===== config.mk =====
export PLATFORM = sky130hd
export DESIGN_NAME = and16_rr_sequencer
export DESIGN_NICKNAME = d
export VERILOG_FILES = /design/src/rtl/arch_pkg.sv /design/src/rtl/MyAnd16.sv /design/src/rtl/rr_pick.sv /design/src/rtl/and16_rr_sequencer.sv
export SDC_FILE = /design/constraint.sdc
export NUM_CORES = 1
export LEC_CHECK = 0
export BUFFER_PORTS_ARGS = -buffer_cell sky130_fd_sc_hd__buf_4
export CAP_MARGIN = 20
export CORE_AREA = 5 5 94 96
export CTS_CLUSTER_DIAMETER = 200
export CTS_CLUSTER_SIZE = 8
export DETAILED_ROUTE_END_ITERATION = 7
export DIE_AREA = 0 0 99 101
export GPL_ROUTABILITY_DRIVEN = 0
export PLACE_DENSITY_LB_ADDON = 0.25
export RECOVER_POWER = 100
export SYNTH_ARGS = -nofsm -noshare
export SYNTH_HDL_FRONTEND = slang
export SYNTH_SLANG_ARGS = --single-unit

===== constraint.sdc =====
create_clock -name CLK -period 5.3 [get_ports CLK]
set_clock_uncertainty 0.1 [all_clocks]
set_input_delay 1.06 -clock CLK [delete_from_list [all_inputs] [get_ports CLK]]
set_output_delay 1.06 -clock CLK [all_outputs]
set_load 0.1 [all_outputs]

===== src/rtl/arch_pkg.sv =====
// Shared definitions for the AND16 request sequencer slice.
//   DATA_W      : datapath width of the shared AND unit
//   seq_state_t : sequencer FSM encoding
package arch_pkg;

  localparam int unsigned DATA_W = 16;

  typedef enum logic [1:0] {
    S_IDLE,
    S_EXEC,
    S_RESP
  } seq_state_t;

endpackage


===== src/rtl/MyAnd16.sv =====
// Purely combinational 16-bit bitwise AND datapath.
//   A, B : operands
//   OUT  : A & B
module MyAnd16 (
  input  logic [15:0] A,
  input  logic [15:0] B,
  output logic [15:0] OUT
);

  assign OUT = A & B;

endmodule


===== src/rtl/rr_pick.sv =====
// Combinational round-robin picker.
//   req    : request vector
//   last   : index of the most recent winner; scanning starts at last+1
//   gnt    : one-hot grant (all zero when nothing requests)
//   gnt_id : binary index of the granted requester
//   any    : at least one request present
module rr_pick #(
  parameter int unsigned N    = 4,
  parameter int unsigned ID_W = 2
) (
  input  logic [N-1:0]    req,
  input  logic [ID_W-1:0] last,
  output logic [N-1:0]    gnt,
  output logic [ID_W-1:0] gnt_id,
  output logic            any
);

  int unsigned idx;

  // Scan last+1 .. last+N (mod N); the first hit wins, so last itself
  // comes up at the very end of the rotation.
  always_comb begin
    gnt    = '0;
    gnt_id = '0;
    any    = 1'b0;
    idx    = 0;
    for (int unsigned k = 1; k <= N; k++) begin
      idx = (32'(last) + k) % N;
      if (!any && req[idx]) begin
        any      = 1'b1;
        gnt[idx] = 1'b1;
        gnt_id   = ID_W'(idx);
      end
    end
  end

endmodule


===== src/rtl/and16_rr_sequencer.sv =====
// Shares one MyAnd16 unit between N_REQ requesters with round-robin
// arbitration and a single ID-tagged response channel.
//   CLK, RESET : clock, synchronous active-high reset
//   REQ_VALID  : per-requester request valid
//   REQ_A/B    : packed operands, requester i at [16*i +: 16]
//   REQ_READY  : one-hot grant, handshake on VALID & READY
//   RSP_VALID  : result available
//   RSP_ID     : requester owning the result
//   RSP_DATA   : A & B of that request
//   RSP_READY  : consumer accepts result
//   BUSY       : FSM not in IDLE
module and16_rr_sequencer
  import arch_pkg::*;
#(
  parameter int unsigned N_REQ = 4,
  parameter int unsigned ID_W  = 2
) (
  input  logic                    CLK,
  input  logic                    RESET,
  input  logic [N_REQ-1:0]        REQ_VALID,
  input  logic [N_REQ*DATA_W-1:0] REQ_A,
  input  logic [N_REQ*DATA_W-1:0] REQ_B,
  output logic [N_REQ-1:0]        REQ_READY,
  output logic                    RSP_VALID,
  output logic [ID_W-1:0]         RSP_ID,
  output logic [DATA_W-1:0]       RSP_DATA,
  input  logic                    RSP_READY,
  output logic                    BUSY
);

  seq_state_t        state;
  logic [ID_W-1:0]   last;
  logic [DATA_W-1:0] op_a;
  logic [DATA_W-1:0] op_b;
  logic [ID_W-1:0]   op_id;
  logic [DATA_W-1:0] and_out;

  logic [N_REQ-1:0]  gnt;
  logic [ID_W-1:0]   gnt_id;
  logic              any;
  logic              arb_slot;
  logic [DATA_W-1:0] sel_a;
  logic [DATA_W-1:0] sel_b;

  rr_pick #(
    .N    (N_REQ),
    .ID_W (ID_W)
  ) u_pick (
    .req    (REQ_VALID),
    .last   (last),
    .gnt    (gnt),
    .gnt_id (gnt_id),
    .any    (any)
  );

  MyAnd16 a16 (
    .A   (op_a),
    .B   (op_b),
    .OUT (and_out)
  );

  // Arbitration happens in IDLE, and in RESP on the same cycle the current
  // result is consumed (back-to-back path).
  assign arb_slot  = (state == S_IDLE) || ((state == S_RESP) && RSP_READY);
  assign REQ_READY = (!RESET && arb_slot) ? gnt : '0;
  assign BUSY      = (state != S_IDLE);

  always_comb begin
    sel_a = REQ_A[DATA_W*32'(gnt_id) +: DATA_W];
    sel_b = REQ_B[DATA_W*32'(gnt_id) +: DATA_W];
  end

  always_ff @(posedge CLK) begin
    if (RESET) begin
      state     <= S_IDLE;
      last      <= ID_W'(N_REQ - 1);
      op_a      <= '0;
      op_b      <= '0;
      op_id     <= '0;
      RSP_VALID <= 1'b0;
      RSP_ID    <= '0;
      RSP_DATA  <= '0;
    end else begin
      case (state)
        S_IDLE: begin
          if (any) begin
            op_a  <= sel_a;
            op_b  <= sel_b;
            op_id <= gnt_id;
            last  <= gnt_id;
            state <= S_EXEC;
          end
        end
        S_EXEC: begin
          RSP_DATA  <= and_out;
          RSP_ID    <= op_id;
          RSP_VALID <= 1'b1;
          state     <= S_RESP;
        end
        S_RESP: begin
          if (RSP_READY) begin
            RSP_VALID <= 1'b0;
            if (any) begin
              op_a  <= sel_a;
              op_b  <= sel_b;
              op_id <= gnt_id;
              last  <= gnt_id;
              state <= S_EXEC;
            end else begin
              state <= S_IDLE;
            end
          end
        end
        default: state <= S_IDLE;
      endcase
    end
  end

endmodule

# ---- After elaboration in Yosys (flattened, before gate mapping)
# Index checks and enable logic that the tools add are counted.
dict set report totals {
  word_cells 98
  out_inout_bits 24
  ff_bits 57
}
dict set report op_classes {
  reduce_logical 21
  bitwise 4
  n_mux 47
  n_eq_ne 4
  n_shift 2
  magnitude_cmp 8
  add_sub_neg 4
}
# cell count
set ops {}
lappend ops {{64-bit by 7-bit indexed part select with 16-bit output} 2}
lappend ops {{16-bit two-way mux} 4}
lappend ops {{16-bit one-hot mux with 2 select lines} 2}
lappend ops {{2-bit two-way mux} 10}
lappend ops {{4-bit two-way mux} 5}
lappend ops {{16-bit bitwise AND} 1}
lappend ops {{1-bit two-way mux} 14}
lappend ops {{2-bit by 3-bit < comparator with 1-bit output (second input constant)} 4}
lappend ops {{4-bit OR} 3}
lappend ops {{1-bit logical AND} 9}
lappend ops {{1-bit binary-select mux with 2-bit select} 4}
lappend ops {{1-bit demux with 2-bit select} 4}
lappend ops {{2-bit by 1-bit greater-or-equal comparator with 1-bit output (second input constant)} 4}
lappend ops {{2-bit one-hot mux with 2 select lines} 2}
lappend ops {{2-bit one-hot mux with 3 select lines} 1}
lappend ops {{2-bit AND reduction} 3}
lappend ops {{2-bit nonzero test} 3}
lappend ops {{2-bit by 1-bit adder with 2-bit output (second input constant)} 2}
lappend ops {{2-bit adder (second input constant)} 2}
lappend ops {{1-bit zero test} 4}
lappend ops {{2-bit inequality test (second input constant)} 2}
lappend ops {{2-bit by 1-bit == test with 1-bit output (second input constant)} 1}
lappend ops {{2-bit == test (second input constant)} 1}
lappend ops {{2-bit zero test} 1}
lappend ops {{other kinds (2)} 2}

# ---- Logic depth before layout (Yosys ltp)
dict set report logic_depth {
  depth_word 17
  ltp_mapped 12
}

# ---- By module
# From an unflattened synthesis, not the netlist that was laid out.
dict set report hier_totals {
  cells_unflattened 328
  hier_area_um2 3417.0
}
# mod area_per_inst_um2 instances cells_each
set by_module_without_submodules {}
lappend by_module_without_submodules {and16_rr_sequencer 2687.6 1 226}
lappend by_module_without_submodules {rr_pick 629.4 1 86}
lappend by_module_without_submodules {MyAnd16 100.1 1 16}

# ---- Worst setup path before layout
# Ideal clock, no wire load.
dict set report synth_path {
  kind {input-to-output}
  start {in REQ_VALID[3]}
  end {out REQ_READY[0]}
  setup_slack_ns 0.366
  stages 6
  n_path_buf 1
  t_arrival_ns 3.774
  cell_sequence {clkbuf_1 -> mux4_2 -> or3_4 -> o21ba_2 -> a221oi_1 -> nor2_1}
}
dict set report synth_via {
  elab_chain_len 13
  elab_cells_between_ends 25
}
# element line
set synth_lines {}
lappend synth_lines {{start, declared} and16_rr_sequencer.sv:20} ;# input logic [N_REQ-1:0] REQ_VALID,
lappend synth_lines {{1-bit binary-select mux with 2-bit select} rr_pick.sv:29} ;# if (!any && req[idx]) begin
lappend synth_lines {{1-bit two-way mux (implied by the code)} rr_pick.sv:29}
lappend synth_lines {{1-bit two-way mux} rr_pick.sv:29}
lappend synth_lines {{1-bit zero test} rr_pick.sv:29}
lappend synth_lines {{1-bit logical AND} rr_pick.sv:29}
lappend synth_lines {{1-bit two-way mux} rr_pick.sv:29}
lappend synth_lines {{1-bit zero test} rr_pick.sv:29}
lappend synth_lines {{1-bit logical AND} rr_pick.sv:29}
lappend synth_lines {{1-bit two-way mux} rr_pick.sv:29}
lappend synth_lines {{1-bit zero test} rr_pick.sv:29}
lappend synth_lines {{1-bit logical AND} rr_pick.sv:29}
lappend synth_lines {{4-bit two-way mux (*)} rr_pick.sv:29}
lappend synth_lines {{4-bit two-way mux (*)} and16_rr_sequencer.sv:65} ;# assign REQ_READY = (!RESET && arb_slot) ? gnt : '0;
lappend synth_lines {{end, declared} and16_rr_sequencer.sv:23} ;# output logic [N_REQ-1:0] REQ_READY,
# Every way passes the cells marked *; elsewhere a longest branch is shown, timed or not. The select of a mux whose other input is x is not followed.

# ---- Final worst setup path
dict set report layout_path {
  start {reg last[0]}
  end {out REQ_READY[0]}
}
dict set report layout_via {
  elab_chain_len 14
  elab_cells_between_ends 49
}
# element line
set layout_lines {}
lappend layout_lines {{start, declared} and16_rr_sequencer.sv:32} ;# logic [ID_W-1:0] last;
lappend layout_lines {{start signal, assigned} and16_rr_sequencer.sv:76} ;# last <= ID_W'(N_REQ - 1);
lappend layout_lines {{start signal, assigned} and16_rr_sequencer.sv:90} ;# last <= gnt_id;
lappend layout_lines {{start signal, assigned} and16_rr_sequencer.sv:107} ;# last <= gnt_id;
lappend layout_lines {{branches (longest 12 deep; another with 2-bit by 3-bit < comparator with 1-bit output)} n/a}
lappend layout_lines {{4-bit two-way mux (*)} rr_pick.sv:29}
lappend layout_lines {{4-bit two-way mux (*)} and16_rr_sequencer.sv:65}
# Mark *: on every way between the ends. The select of a mux whose other input is x is not followed.

==> summary.md <==
| Metric | Value |
|---|---|
| GR peak layer | met2 |
| DRC violations left | 0 |
| Wire length of the first global-routing pass | 14.9 mm |
| Post-synthesis cell count | 351 |
| Number of buffers inserted to repair setup after CTS | 0 |
| Highest clock rate | 0.209 GHz |
| Peak supply drop | 349 uV |
| Number of DRC violations after detailed-routing iteration 0 | 97 |
| Number of antenna violations at the first check in global routing | 0 |
| Starting density of the core | 43.3% |
| Crit path max fanout | 14 |
| Core area | 7970 um^2 |
| Cell taking the most area after synthesis | sky130_fd_sc_hd__dfxtp_1 |
| Grt met1 use | 21.0% |
| Routed WL per cell | 15.9 um |
| Kind of cell with the highest combined delay on the critical path | buffers and inverters |
| Net Count, Synth | 494 |
| Area occupied by multi-input gates | 2100 um^2 |
| RSZ-0062 raised after global routing | no |
| Largest stage delay on the critical path | 0.69 ns |
| Detail Route Antenna Nets | 0 |
| CP Data Arrival Time | 3.62 ns |
| Sum of negative setup slack | 0 ns |
| Cells along the critical path | inv_1, ha_1, mux4_2, or3_1, o21ba_2, a221oi_1, nor2_1, clkbuf_2 |
| TritonCTS clock tree | yes |
| Area used by sequential logic in the layout | 1140 um^2 |
| Sequential element share of the synthesized area | 33.0% |
| WP buf/inv | 2 |
| Routed via count | 3227 |
| Number of instances resized during post-cts repair | 0 |
| IO Port Bufs | 158 |
| Type of the setup path with the least slack | reg -> out |
| Sort of element at the end of the critical path | output port |
| GRT Util Overall | 18.5% |
| Routed wire length | 9.58 mm |
| Vertical extent of the die | 101 um |
| CTS H-Tree Depth | 3 |
| Detail-routed via count per cell | 5.35 |
| Distinct cells, synth | 37 |
| Total die area | 10000 um^2 |
| Critical Path RT | 4.14 ns |
| Number of diodes added for antenna fixing | 0 |
| Cell with the largest stage delay on the worst path | sky130_fd_sc_hd__dfxtp_1 |
| Post-Synthesis Cell Area | 3450 um^2 |
| Leakage | 2.32 nW |
| Fill cell instance count of the final layout | 750 |
| Clock latency at the later pin of the worst-skew pair | 0.32 ns |
| Share of layout cells above drive strength 1 | 32.1% |
| Power per unit of standard cell area | 537 nW/um^2 |
| Number of search-and-repair iterations in the first detailed-routing pass | 4 |
| Max Cap Violations | 1 |
| Final-report setup violation count | 0 |
| Via count of the first global-routing pass | 3231 |
| Violated checks | max-capacitance violations, max-slew violations |
| Total congestion overflow | 0 |
| Syn_area_per_cell | 9.84 um^2 |
| Half-perimeter wire length after detailed placement | 7.30 mm |
| Crit share post-route | 90.3% |
| GR Layer Usage met3 | 6.23% |
| Cell types with the largest area share after synthesis | sky130_fd_sc_hd__dfxtp_1 33%, sky130_fd_sc_hd__mux2i_1 29%, sky130_fd_sc_hd__a22o_1 8.1%, sky130_fd_sc_hd__a21oi_1 3.3%, sky130_fd_sc_hd__buf_6 2.9% |
| Row count | 33 |
| Number of slew-limit violations in the final report | 66 |
| Root Buffer | sky130_fd_sc_hd__clkbuf_8 |
| Worst-Margin Slew | 2.03 ns |
| Area growth from synthesis to final layout | 35.7% |
| Critical Path Source Type | flip-flop |
| Total number of nets in the final design | 639 |
| Hold_ws | 0.350 ns |
| Status | finished, violations left |
| Met2 capacity usage during global routing | 33.1% |
| Horizontal die dimension | 99 um |
| Share of the synthesized area in the top cell type | 33.0% |
| Fin crit period | 4.78 ns |
| Headroom to the max-slew limit | -35.1% |
| Hold buffer count at CTS | 0 |
| Number of flip-flops and latches in the synthesized netlist | 57 |
| Register clock-pin slew on the reported worst setup and hold paths | 0.05 ns |
| Worst hold path type | reg -> reg |
| Yosys warns | 0 |
| Top-Level Pins | 159 |
| TritonCTS sink count | 57 |
| TritonCTS buffer count | 9 |
| Number of hold-slack violations in the final timing report | 0 |
| Maximum clock path buffer count | 2 |
| Largest net degree at the start of global routing | 66 |
| Post-layout utilization of the core | 58.8% |
-- stage by stage --
step           setup slack, ns  area [um^2]  std cells  power (mW)
6_report                 0.515         4690        603        2.52
5_1_grt                  0.283         4690        603        2.68
4_1_cts                  0.642         4810        603        2.54
3_5_place_dp             0.996         4640        590        2.18
3_3_place_gp              1.14         4640        590        2.16
2_1_floorplan            0.366         3450        351        1.90
-- per-layer routing --
metal	part of all wire [%]	wire length [um]
met1	38	3670
met2	54	5130
met3	6.2	594
met4	2.0	189
met5	0	0
-- cell families after synthesis --
family                   count (synthesis)  synth area share (%)
adder cells (fa/ha/maj)                  8                  2.90
multiplexers                           104                  31.3
AND/OR/NAND/NOR                         73                  10.5
flip-flops                              57                  33.0
AO/OA/AOI/OAI                           75                  16.3
buffers and inverters                   34                  5.98
-- synthesized netlist by cell type --
cell type and count:
sky130_fd_sc_hd__nor3_1 2, sky130_fd_sc_hd__mux2_1 1, sky130_fd_sc_hd__buf_6 9, sky130_fd_sc_hd__mux2i_1 99, sky130_fd_sc_hd__inv_1 6, sky130_fd_sc_hd__dfxtp_1 57
sky130_fd_sc_hd__o21ba_2 1, sky130_fd_sc_hd__mux2_2 1, sky130_fd_sc_hd__o21ai_1 1, sky130_fd_sc_hd__nor2b_1 3, sky130_fd_sc_hd__or2_0 1, sky130_fd_sc_hd__nor4_1 1
sky130_fd_sc_hd__ha_1 8, sky130_fd_sc_hd__and4_1 2, sky130_fd_sc_hd__nand2_1 25, sky130_fd_sc_hd__a22o_1 32, sky130_fd_sc_hd__or3_4 1, sky130_fd_sc_hd__a21oi_1 23
sky130_fd_sc_hd__o211ai_1 3, sky130_fd_sc_hd__nor3_4 1, sky130_fd_sc_hd__a221oi_1 5, sky130_fd_sc_hd__o311a_1 1, sky130_fd_sc_hd__a311oi_2 1, sky130_fd_sc_hd__nor2_1 13
sky130_fd_sc_hd__a311oi_1 1, sky130_fd_sc_hd__clkbuf_1 9, sky130_fd_sc_hd__mux4_2 3, sky130_fd_sc_hd__buf_1 1, sky130_fd_sc_hd__or2_2 1, sky130_fd_sc_hd__buf_2 9
sky130_fd_sc_hd__nor2_4 1, sky130_fd_sc_hd__nand2b_1 3, sky130_fd_sc_hd__o31ai_1 1, sky130_fd_sc_hd__a22oi_1 4, sky130_fd_sc_hd__nand3_1 18, sky130_fd_sc_hd__a21o_1 2
sky130_fd_sc_hd__nor2_2 1
-- placed cells by master, fill, tap and decap left out, types with 4 or more instances in the layout --
master                     synthesis  routed
sky130_fd_sc_hd__a21oi_1          23      23
sky130_fd_sc_hd__a221oi_1          5       5
sky130_fd_sc_hd__a22o_1           32      32
sky130_fd_sc_hd__a22oi_1           4       4
sky130_fd_sc_hd__buf_4             0     136
sky130_fd_sc_hd__clkbuf_1          9      24
sky130_fd_sc_hd__clkbuf_2          0       5
sky130_fd_sc_hd__clkbuf_8          0       9
sky130_fd_sc_hd__dfxtp_1          57      57
sky130_fd_sc_hd__ha_1              8       8
sky130_fd_sc_hd__inv_1             6       6
sky130_fd_sc_hd__mux2i_1          99      99
sky130_fd_sc_hd__nand2_1          25      25
sky130_fd_sc_hd__nand3_1          18      18
sky130_fd_sc_hd__nor2_1           13      13
-- sequential cells by signal, summed over array words and instances, names as in the netlist --
| signal | count |
|---|---|
| RSP_DATA | 16 |
| RSP_ID | 2 |
| RSP_VALID | 1 |
| op_id | 2 |
| state | 2 |
| op_b | 16 |
| op_a | 16 |
| last | 2 |
-- worst min-delay path: cells and delay by family (launching register included) --
kind,cells,cell delay [ns]
flip-flops,1,0.30
AND/OR/NAND/NOR,1,0.05
AO/OA/AOI/OAI,1,0.05
-- worst paths after layout --
kind,startpoint,end,slack [ns],depth (start not counted)
worst min-delay path,RSP_DATA[0],RSP_DATA[0],0.35,2
worst max-delay path,last[0],REQ_READY[0],0.52,8
worst max register to register,last[0],op_a[8],0.74,9
worst min register to register,RSP_DATA[0],RSP_DATA[0],0.35,2
-- report_power, final --
group	switching, mW	internal (mW)	total, mW	leakage, nW
Sequential	0.0832	0.539	0.622	0.468
Combinational	0.840	0.701	1.54	1.77
Clock	0.146	0.210	0.356	0.0824
Total	1.07	1.45	2.52	2.32
-- area by class of cell --
cell class                 count  area share (%)
clock inverter                 1           0.641
timing repair buffer         162            24.0
sequential                    57            24.4
tap                          105            2.80
multi-input combinational    260            44.8
inverter                       6           0.481
clock buffer                  12            2.88
Power figures use the tool's default switching activity.
